[config.mk]
export PLATFORM = sky130hd
export DESIGN_NAME = reg_bus_master
export DESIGN_NICKNAME = d
export VERILOG_FILES = /design/src/rtl/reg_bus_pkg.sv /design/src/rtl/reg_bus_phase_timer.sv /design/src/rtl/reg_bus_master.sv
export SDC_FILE = /design/constraint.sdc
export NUM_CORES = 1
export LEC_CHECK = 0
export CORE_UTILIZATION = 49
export DETAILED_ROUTE_END_ITERATION = 10
export GPL_ROUTABILITY_DRIVEN = 0
export PLACE_DENSITY = 0.83
export SLEW_MARGIN = 20
export SYNTH_ARGS = -nofsm -noshare
export SYNTH_HDL_FRONTEND = slang
export SYNTH_SLANG_ARGS = --single-unit
[constraint.sdc]
create_clock -name clk -period 2.34 [get_ports clk]
set_clock_uncertainty 0.1 [all_clocks]
set_input_delay 0.468 -clock clk [delete_from_list [all_inputs] [get_ports clk]]
set_output_delay 0.468 -clock clk [all_outputs]
set_load 0.05 [all_outputs]
[src/rtl/reg_bus_pkg.sv]
// Shared types and helpers for the register-bus initiator.
// Latency: n/a (declarations only).
// Backpressure: n/a.
package reg_bus_pkg;

  typedef enum logic [2:0] {
    IDLE,
    SETUP,
    STROBE,
    HOLD,
    RB_SETUP,
    RB_STROBE,
    RB_HOLD,
    RESP
  } state_e;

  localparam int DEF_ADDR_WIDTH    = 16;
  localparam int DEF_DATA_WIDTH    = 16;
  localparam int DEF_SETUP_CYCLES  = 1;
  localparam int DEF_STROBE_CYCLES = 2;
  localparam int DEF_HOLD_CYCLES   = 1;

  // Widest data bus the byte-mask compare can handle.
  localparam int MAX_DATA_WIDTH = 64;

  // Width of a down-counter able to hold the longest phase length.
  function automatic int phase_cnt_width(input int s, input int t, input int h);
    int m;
    m = s;
    if (t > m) m = t;
    if (h > m) m = h;
    return (m < 1) ? 1 : $clog2(m + 1);
  endfunction

  // True when a and b agree in every byte lane enabled by be.
  // Lane 0 is the low half of the dw-bit word, lane 1 the high half.
  function automatic logic be_match(input logic [1:0] be,
                                    input logic [MAX_DATA_WIDTH-1:0] a,
                                    input logic [MAX_DATA_WIDTH-1:0] b,
                                    input int dw);
    logic ok;
    ok = 1'b1;
    for (int i = 0; i < MAX_DATA_WIDTH; i++) begin
      logic lane;
      lane = (i >= dw / 2);
      if ((i < dw) && be[lane] && (a[i] != b[i])) ok = 1'b0;
    end
    return ok;
  endfunction

endpackage

[src/rtl/reg_bus_phase_timer.sv]
// Loadable down-counter that times one bus phase; done when it reaches zero.
// Latency: load takes effect on the next edge; a phase of N cycles is loaded with N-1.
// Backpressure: none, counts every cycle and parks at zero.
module reg_bus_phase_timer #(
  parameter int W = 2
) (
  input  logic         clk,
  input  logic         reset,
  input  logic         load,
  input  logic [W-1:0] load_val,
  output logic         done
);

  logic [W-1:0] cnt;

  // Reload on phase entry, otherwise count down and hold at zero.
  always_ff @(posedge clk) begin
    if (reset) begin
      cnt <= '0;
    end else if (load) begin
      cnt <= load_val;
    end else if (cnt != '0) begin
      cnt <= cnt - W'(1);
    end
  end

  assign done = (cnt == '0);

endmodule

[src/rtl/reg_bus_master.sv]
// Register-bus initiator: one read/write per command, sequenced SETUP/STROBE/HOLD, optional write readback (REG_BUS_READBACK_EN).
// Latency: cmd accepted at edge k -> bus_en from k+1, rsp_valid from k+1+S+T+H (readback writes add another S+T+H).
// Backpressure: cmd_ready only in IDLE; rsp held stable until rsp_ready, no new command until then.
module reg_bus_master
  import reg_bus_pkg::*;
#(
  parameter int ADDR_WIDTH    = DEF_ADDR_WIDTH,
  parameter int DATA_WIDTH    = DEF_DATA_WIDTH,
  parameter int SETUP_CYCLES  = DEF_SETUP_CYCLES,
  parameter int STROBE_CYCLES = DEF_STROBE_CYCLES,
  parameter int HOLD_CYCLES   = DEF_HOLD_CYCLES
) (
  input  logic                  clk,
  input  logic                  reset,
  input  logic                  cmd_valid,
  output logic                  cmd_ready,
  input  logic                  cmd_write,
  input  logic [1:0]            cmd_be,
  input  logic [ADDR_WIDTH-1:0] cmd_addr,
  input  logic [DATA_WIDTH-1:0] cmd_wdata,
  output logic                  rsp_valid,
  input  logic                  rsp_ready,
  output logic [DATA_WIDTH-1:0] rsp_rdata,
  output logic                  rsp_error,
  output logic                  busy,
  output logic                  bus_en,
  output logic                  bus_rd,
  output logic                  bus_wr,
  output logic [1:0]            bus_be,
  output logic [ADDR_WIDTH-1:0] bus_addr,
  output logic [DATA_WIDTH-1:0] bus_wdata,
  input  logic [DATA_WIDTH-1:0] bus_rdata
);

  localparam int CW = phase_cnt_width(SETUP_CYCLES, STROBE_CYCLES, HOLD_CYCLES);

  if (SETUP_CYCLES < 1 || STROBE_CYCLES < 1 || HOLD_CYCLES < 1) begin : g_bad_timing
    $error("reg_bus_master: SETUP/STROBE/HOLD_CYCLES must all be >= 1");
  end

  state_e                state, next_state;
  logic                  write_q;
  logic [1:0]            be_q;
  logic [ADDR_WIDTH-1:0] addr_q;
  logic [DATA_WIDTH-1:0] wdata_q;
  logic [DATA_WIDTH-1:0] rdata_q;
  logic                  tmr_load;
  logic [CW-1:0]         tmr_val;
  logic                  tmr_done;
  logic                  in_bus;
  logic                  rd_phase;
  logic                  wr_phase;
  logic                  cmd_fire;

  assign cmd_ready = (state == IDLE) & ~reset;
  assign cmd_fire  = cmd_valid & cmd_ready;
  assign busy      = (state != IDLE);
  assign rsp_rdata = rdata_q;

  // Bus outputs are registered copies of the phase decode, so they lag state by one cycle.
  assign in_bus   = state inside {SETUP, STROBE, HOLD, RB_SETUP, RB_STROBE, RB_HOLD};
  assign rd_phase = ((state == STROBE) && !write_q) || (state == RB_STROBE);
  assign wr_phase = (state == STROBE) && write_q;

  reg_bus_phase_timer #(.W(CW)) u_timer (
    .clk      (clk),
    .reset    (reset),
    .load     (tmr_load),
    .load_val (tmr_val),
    .done     (tmr_done)
  );

  // State register.
  always_ff @(posedge clk) begin
    if (reset) state <= IDLE;
    else       state <= next_state;
  end

  // Next-state decode; the phase timer is reloaded whenever a timed phase is entered.
  always_comb begin
    next_state = state;
    tmr_load   = 1'b0;
    tmr_val    = '0;
    case (state)
      IDLE:      if (cmd_valid) next_state = SETUP;
      SETUP:     if (tmr_done) next_state = STROBE;
      STROBE:    if (tmr_done) next_state = HOLD;
`ifdef REG_BUS_READBACK_EN
      HOLD:      if (tmr_done) next_state = write_q ? RB_SETUP : RESP;
`else
      HOLD:      if (tmr_done) next_state = RESP;
`endif
      RB_SETUP:  if (tmr_done) next_state = RB_STROBE;
      RB_STROBE: if (tmr_done) next_state = RB_HOLD;
      RB_HOLD:   if (tmr_done) next_state = RESP;
      RESP:      if (rsp_valid && rsp_ready) next_state = IDLE;
      default:   next_state = IDLE;
    endcase
    if (next_state != state) begin
      case (next_state)
        SETUP, RB_SETUP:   begin tmr_load = 1'b1; tmr_val = CW'(SETUP_CYCLES - 1);  end
        STROBE, RB_STROBE: begin tmr_load = 1'b1; tmr_val = CW'(STROBE_CYCLES - 1); end
        HOLD, RB_HOLD:     begin tmr_load = 1'b1; tmr_val = CW'(HOLD_CYCLES - 1);   end
        default:           tmr_load = 1'b0;
      endcase
    end
  end

  // Command is captured once at acceptance and never re-sampled.
  always_ff @(posedge clk) begin
    if (reset) begin
      write_q <= 1'b0;
      be_q    <= '0;
      addr_q  <= '0;
      wdata_q <= '0;
    end else if (cmd_fire) begin
      write_q <= cmd_write;
      be_q    <= cmd_be;
      addr_q  <= cmd_addr;
      wdata_q <= cmd_wdata;
    end
  end

  // Glitch-free bus drive: every bus_* is a flop, and all drop together on reset.
  always_ff @(posedge clk) begin
    if (reset) begin
      bus_en    <= 1'b0;
      bus_rd    <= 1'b0;
      bus_wr    <= 1'b0;
      bus_be    <= '0;
      bus_addr  <= '0;
      bus_wdata <= '0;
    end else begin
      bus_en    <= in_bus;
      bus_rd    <= rd_phase;
      bus_wr    <= wr_phase;
      bus_be    <= in_bus ? be_q : '0;
      bus_addr  <= in_bus ? addr_q : '0;
      bus_wdata <= in_bus ? wdata_q : '0;
    end
  end

  // Read data is sampled on the edge where the read strobe falls (first HOLD cycle); writes report 0.
  always_ff @(posedge clk) begin
    if (reset) begin
      rdata_q <= '0;
    end else if (cmd_fire) begin
      rdata_q <= '0;
    end else if (bus_rd && (state == HOLD || state == RB_HOLD)) begin
      rdata_q <= bus_rdata;
    end
  end

  // Response valid rises one cycle into RESP and clears on the handshake.
  always_ff @(posedge clk) begin
    if (reset) rsp_valid <= 1'b0;
    else       rsp_valid <= (state == RESP) && !(rsp_valid && rsp_ready);
  end

`ifdef REG_BUS_READBACK_EN
  logic err_q;

  // Readback compare covers only the byte lanes the write enabled.
  always_ff @(posedge clk) begin
    if (reset) begin
      err_q <= 1'b0;
    end else if (cmd_fire) begin
      err_q <= 1'b0;
    end else if (bus_rd && (state == RB_HOLD)) begin
      err_q <= ~be_match(be_q, MAX_DATA_WIDTH'(bus_rdata), MAX_DATA_WIDTH'(wdata_q), DATA_WIDTH);
    end
  end

  assign rsp_error = err_q;
`else
  assign rsp_error = 1'b0;
`endif

endmodule

==> impl_results.html <==
<table>
<tr><th>Metric</th><th>Value</th></tr>
<tr><th colspan="2">Run status</th></tr>
<tr><td>Result of the run</td><td>finished clean</td></tr>
<tr><th colspan="2">Worst hold path</th></tr>
<tr><td>Worst min-delay path class</td><td>register to register</td></tr>
<tr><th colspan="2">Clocking</th></tr>
<tr><td>Clock slew seen by the registers of the worst setup and hold paths</td><td>about 80 ps</td></tr>
<tr><td>Root cell of the clock tree</td><td>clkbuf_8</td></tr>
<tr><td>Number of clock buffers inserted by TritonCTS</td><td>9</td></tr>
<tr><td>Worst-skew pair later-pin latency</td><td>around 350 ps</td></tr>
<tr><td>Clk sink count</td><td>94</td></tr>
<tr><td>Total number of H-tree levels</td><td>3</td></tr>
<tr><td>Hold-fix buffer count after cts</td><td>0</td></tr>
<tr><td>CTS tree</td><td>built</td></tr>
<tr><td>CTS-repair resized insts</td><td>0</td></tr>
<tr><td>Postcts setup bufs</td><td>0</td></tr>
<tr><td>Buffer levels on the longest clock path</td><td>2</td></tr>
<tr><th colspan="2">Yosys</th></tr>
<tr><td>Synth Instances</td><td>roughly 370</td></tr>
<tr><td>Synthesis Warnings</td><td>0</td></tr>
<tr><td>Per-instance average area after synthesis</td><td>approximately 9.4 um2</td></tr>
<tr><td>Share of synthesized cell area in full adder, half adder and majority cells</td><td>0.003586</td></tr>
<tr><td>Post-synthesis compound-gate area fraction</td><td>0.1527</td></tr>
<tr><td>Flip-flop and latch count after synthesis</td><td>94</td></tr>
<tr><td>Fraction of the mapped netlist area in simple logic gates</td><td>0.1796</td></tr>
<tr><td>Post-synth cell types</td><td>37</td></tr>
<tr><td>Post-synthesis share of cell area spent on xor and xnor gates</td><td>0.01255</td></tr>
<tr><td>Most frequently used flop master after synthesis</td><td>dfxtp_1</td></tr>
<tr><td>Post-synth EDFFs</td><td>0</td></tr>
<tr><td>Share of the yosys chip area belonging to registers</td><td>0.5393</td></tr>
<tr><td>Net count of the mapped netlist</td><td>~430</td></tr>
<tr><td>Async set-reset flop share out of synthesis</td><td>0</td></tr>
<tr><td>Summed instance area of the synthesized netlist</td><td>around 3500 um2</td></tr>
<tr><td>Dominant combinational cell family by area after synthesis</td><td>simple AND/OR/NAND/NOR gates</td></tr>
<tr><td>Mux share of post-synthesis cell area</td><td>0.002868</td></tr>
<tr><th colspan="2">Final layout</th></tr>
<tr><td>Layout overhead on the synthesized area</td><td>37.29%</td></tr>
<tr><td>Commonest non-fill, non-tap cell in the layout</td><td>clkdlybuf4s50_1</td></tr>
<tr><td>Count of nets after finishing</td><td>a little over 500</td></tr>
<tr><td>Layout Utilization</td><td>0.7013</td></tr>
<tr><td>Ant diodes</td><td>0</td></tr>
<tr><td>Leading cell types in the layout, fill and taps excluded</td><td>clkdlybuf4s50_1 (107), dfxtp_1 (94), nand2_1 (40)</td></tr>
<tr><td>Fraction of final layout cells with drive strength greater than 1</td><td>0.08137</td></tr>
<tr><th colspan="2">Setup path</th></tr>
<tr><td>Cell type group with the largest total delay on the critical path</td><td>buffers and inverters</td></tr>
<tr><td>Arrival @ worst endpoint</td><td>1550 ps</td></tr>
<tr><td>Worst Path Buf+Inv</td><td>1</td></tr>
<tr><td>Critical path depth in cells</td><td>1</td></tr>
<tr><td>Cell breakdown of the critical path</td><td>clkdlybuf4s50_1</td></tr>
<tr><td>Capture point of the worst reg-to-reg path</td><td>bus_addr[0]$_SDFF_PP0_</td></tr>
<tr><td>CP required</td><td>1770 ps</td></tr>
<tr><td>Setup crit start</td><td>rsp_valid$_SDFF_PP0_</td></tr>
<tr><td>Longest individual stage delay on the worst path</td><td>just over 800 ps</td></tr>
<tr><td>Master of the slowest instance on the critical path</td><td>clkdlybuf4s50_1</td></tr>
<tr><td>Critical Path Sink Type</td><td>primary output</td></tr>
<tr><td>Kind of start point of the critical path</td><td>register</td></tr>
<tr><td>Register-to-register setup slack</td><td>about 450 ps</td></tr>
<tr><td>Kind of critical path</td><td>register to primary output</td></tr>
<tr><td>Critical register-to-register path startpoint</td><td>state[2]$_SDFF_PP0_</td></tr>
<tr><td>Critical-path maximum fanout</td><td>4</td></tr>
<tr><td>Termination of the worst setup path</td><td>rsp_valid</td></tr>
<tr><td>Reg2reg path depth</td><td>3</td></tr>
<tr><th colspan="2">STA</th></tr>
<tr><td>Final number of max-transition violations</td><td>0</td></tr>
<tr><td>Setup TNS Final</td><td>0 ps</td></tr>
<tr><td>Final hold violation count</td><td>0</td></tr>
<tr><td>Worst relative slew slack</td><td>0.5441</td></tr>
<tr><td>Worst Max-Slew Pin Slew</td><td>roughly 700 ps</td></tr>
<tr><td>Min cycle time layout</td><td>between 2000 and 2500 ps</td></tr>
<tr><td>FMAX</td><td>471.3 MHz</td></tr>
<tr><td>Endpoints failing setup</td><td>0</td></tr>
<tr><td>Final worst hold slack</td><td>between 300 and 400 ps</td></tr>
<tr><td>Share of the cycle needed by the critical path after routing</td><td>0.9068</td></tr>
<tr><td>Unrepaired setup endpoints after global routing</td><td>no</td></tr>
<tr><th colspan="2">Run</th></tr>
<tr><td>Number of maximum-capacitance violations</td><td>0</td></tr>
<tr><th colspan="2">Placement</th></tr>
<tr><td>HPWL after DPL</td><td>roughly 5000 um</td></tr>
<tr><td>Number of port buffers</td><td>110</td></tr>
<tr><th colspan="2">Routing</th></tr>
<tr><td>First-iteration detailed-routing DRC count</td><td>193</td></tr>
<tr><td>Wirelength, routed</td><td>8022 um</td></tr>
<tr><td>Routed len/inst</td><td>approximately 14 um</td></tr>
<tr><td># DRC</td><td>0</td></tr>
<tr><td>Vias per inst</td><td>between 5 and 6</td></tr>
<tr><td>Count of vias placed by the detailed router</td><td>about 3000</td></tr>
<tr><td>Remaining antenna violation count</td><td>0</td></tr>
<tr><td>DRT Pass-1 Iters</td><td>5</td></tr>
<tr><th colspan="2">Pwr</th></tr>
<tr><td>Sequential share of power</td><td>0.400</td></tr>
<tr><td>Pwr per Cell Area</td><td>approximately 1000 nW/um2</td></tr>
<tr><td>Switching share of total power</td><td>0.3608</td></tr>
<tr><td>Cell internal power dissipation</td><td>between 3 and 4 mW</td></tr>
<tr><td>Worst vdd rail ir drop</td><td>between 500 and 600 uV</td></tr>
<tr><td>Clock power share</td><td>0.243</td></tr>
<tr><td>Share of power burned in combinational logic</td><td>0.356</td></tr>
<tr><td>Switching Power</td><td>1.733 mW</td></tr>
<tr><td>Leak pwr</td><td>about 1.7 nW</td></tr>
<tr><th colspan="2">Global routing</th></tr>
<tr><td>Number of global-route vias before repair</td><td>2778</td></tr>
<tr><td>Total overflow reported by the global router</td><td>0</td></tr>
<tr><td>Number of antenna violations at the first check in global routing</td><td>0</td></tr>
<tr><td>Largest net degree at the start of global routing</td><td>48</td></tr>
<tr><td>Wire length of the first global-routing pass</td><td>roughly 13000 um</td></tr>
<tr><td>All-Layer GR Usage</td><td>0.2227</td></tr>
<tr><th colspan="2">Die</th></tr>
<tr><td>Die Span X</td><td>roughly 86 um</td></tr>
<tr><td>Area of the core</td><td>roughly 6800 um2</td></tr>
<tr><td>Starting Density</td><td>0.5108</td></tr>
<tr><td>I/O pin cnt</td><td>roughly 110</td></tr>
<tr><td>Total Die Area</td><td>between 7000 and 8000 um2</td></tr>
<tr><td>Standard-cell row count</td><td>30</td></tr>
<tr><td>Floorplan die height</td><td>86.39 um</td></tr>
</table>
[power groups by stage]
stage | Combinational, mW | Clock (mW) | Sequential [mW]
global placement | 1.68 | 0 | 1.95
detailed placement | 1.70 | 0 | 1.96
floorplan | 1.04 | 0 | 2.18
finish | 1.71 | 1.17 | 1.92
global route | 1.85 | 1.26 | 1.95
CTS | 1.71 | 1.19 | 1.92
[state kept, by name (all words and copies together), names as in the netlist, 2 cells and up]
register,count
bus_wdata,16
bus_addr,16
rsp_rdata,16
addr_q,16
wdata_q,16
bus_be,2
be_q,2
state,3
u_timer.cnt,2
[layer usage]
metal  vias to the layer above  share of wire  track usage
met5                         -              0            0
met4                         0          0.015      0.09545
met3                        13          0.068      0.05524
met2                        98           0.48       0.3600
met1                      1429           0.44       0.2838
li1                       1491              -            -
[worst min path at each step]
stage | start | end | slack [ps] | depth (start not counted)
floorplan | addr_q[0]$_SDFFE_PP0P_ | bus_addr[0]$_SDFF_PP0_ | 320 | 2
global placement | wdata_q[14]$_SDFFE_PP0P_ | bus_wdata[14]$_SDFF_PP0_ | 330 | 2
detailed placement | addr_q[14]$_SDFFE_PP0P_ | bus_addr[14]$_SDFF_PP0_ | 330 | 2
CTS | reset | bus_rd$_SDFF_PP0_ | 330 | 2
global route | reset | bus_rd$_SDFF_PP0_ | 350 | 2
finish | addr_q[14]$_SDFFE_PP0P_ | bus_addr[14]$_SDFF_PP0_ | 340 | 2
[per-stage QoR]
| stage | power (mW) | setup WS [ps] | cell area [um2] | cells |
|---|---|---|---|---|
| floorplan | 3.213 | 335.9 | 3490 | 372 |
| global placement | 3.630 | 373.9 | 4571 | 548 |
| detailed placement | 3.658 | 353.3 | 4571 | 548 |
| CTS | 4.825 | 198.4 | 4791 | 563 |
| global route | 5.053 | 158.6 | 4791 | 563 |
| finish | 4.802 | 218.2 | 4791 | 563 |
[kinds of logic after synthesis]
| logic type | count (synthesis) |
|---|---|
| AO/OA/AOI/OAI | 78 |
| XOR/XNOR | 2 |
| buffers and inverters | 80 |
| adder cells (fa/ha/maj) | 1 |
| flip-flops | 94 |
| AND/OR/NAND/NOR | 115 |
| multiplexers | 1 |
| other | 1 |
[Yosys cell counts (2+ instances only)]
cell type	number	area, um2
buf_2	11	55.05
dfxtp_1	94	1882
clkbuf_1	18	67.56
nand3b_1	4	30.03
buf_6	6	67.56
nor4_1	34	212.7
nand4_1	2	12.51
o32ai_1	34	297.8
nor2b_1	3	18.77
nor2_1	3	11.26
nand2_1	40	150.1
nand3_1	17	85.08
nand2b_1	2	12.51
o21ai_0	17	85.08
nand4b_1	2	17.52
buf_4	5	37.54
a21oi_1	22	110.1
buf_1	2	7.510
inv_1	38	142.6
[area by class of cell]
class                   count  area [um2]
clock buffers              10       137.6
clock inverters             5       82.58
fillers                   534        2041
inverters                  38       142.6
multi-input cells         198        1232
flip-flops and latches     94        1882
well taps                  96       120.1
repair buffers            122        1194
(Power assumes the default switching activity.)
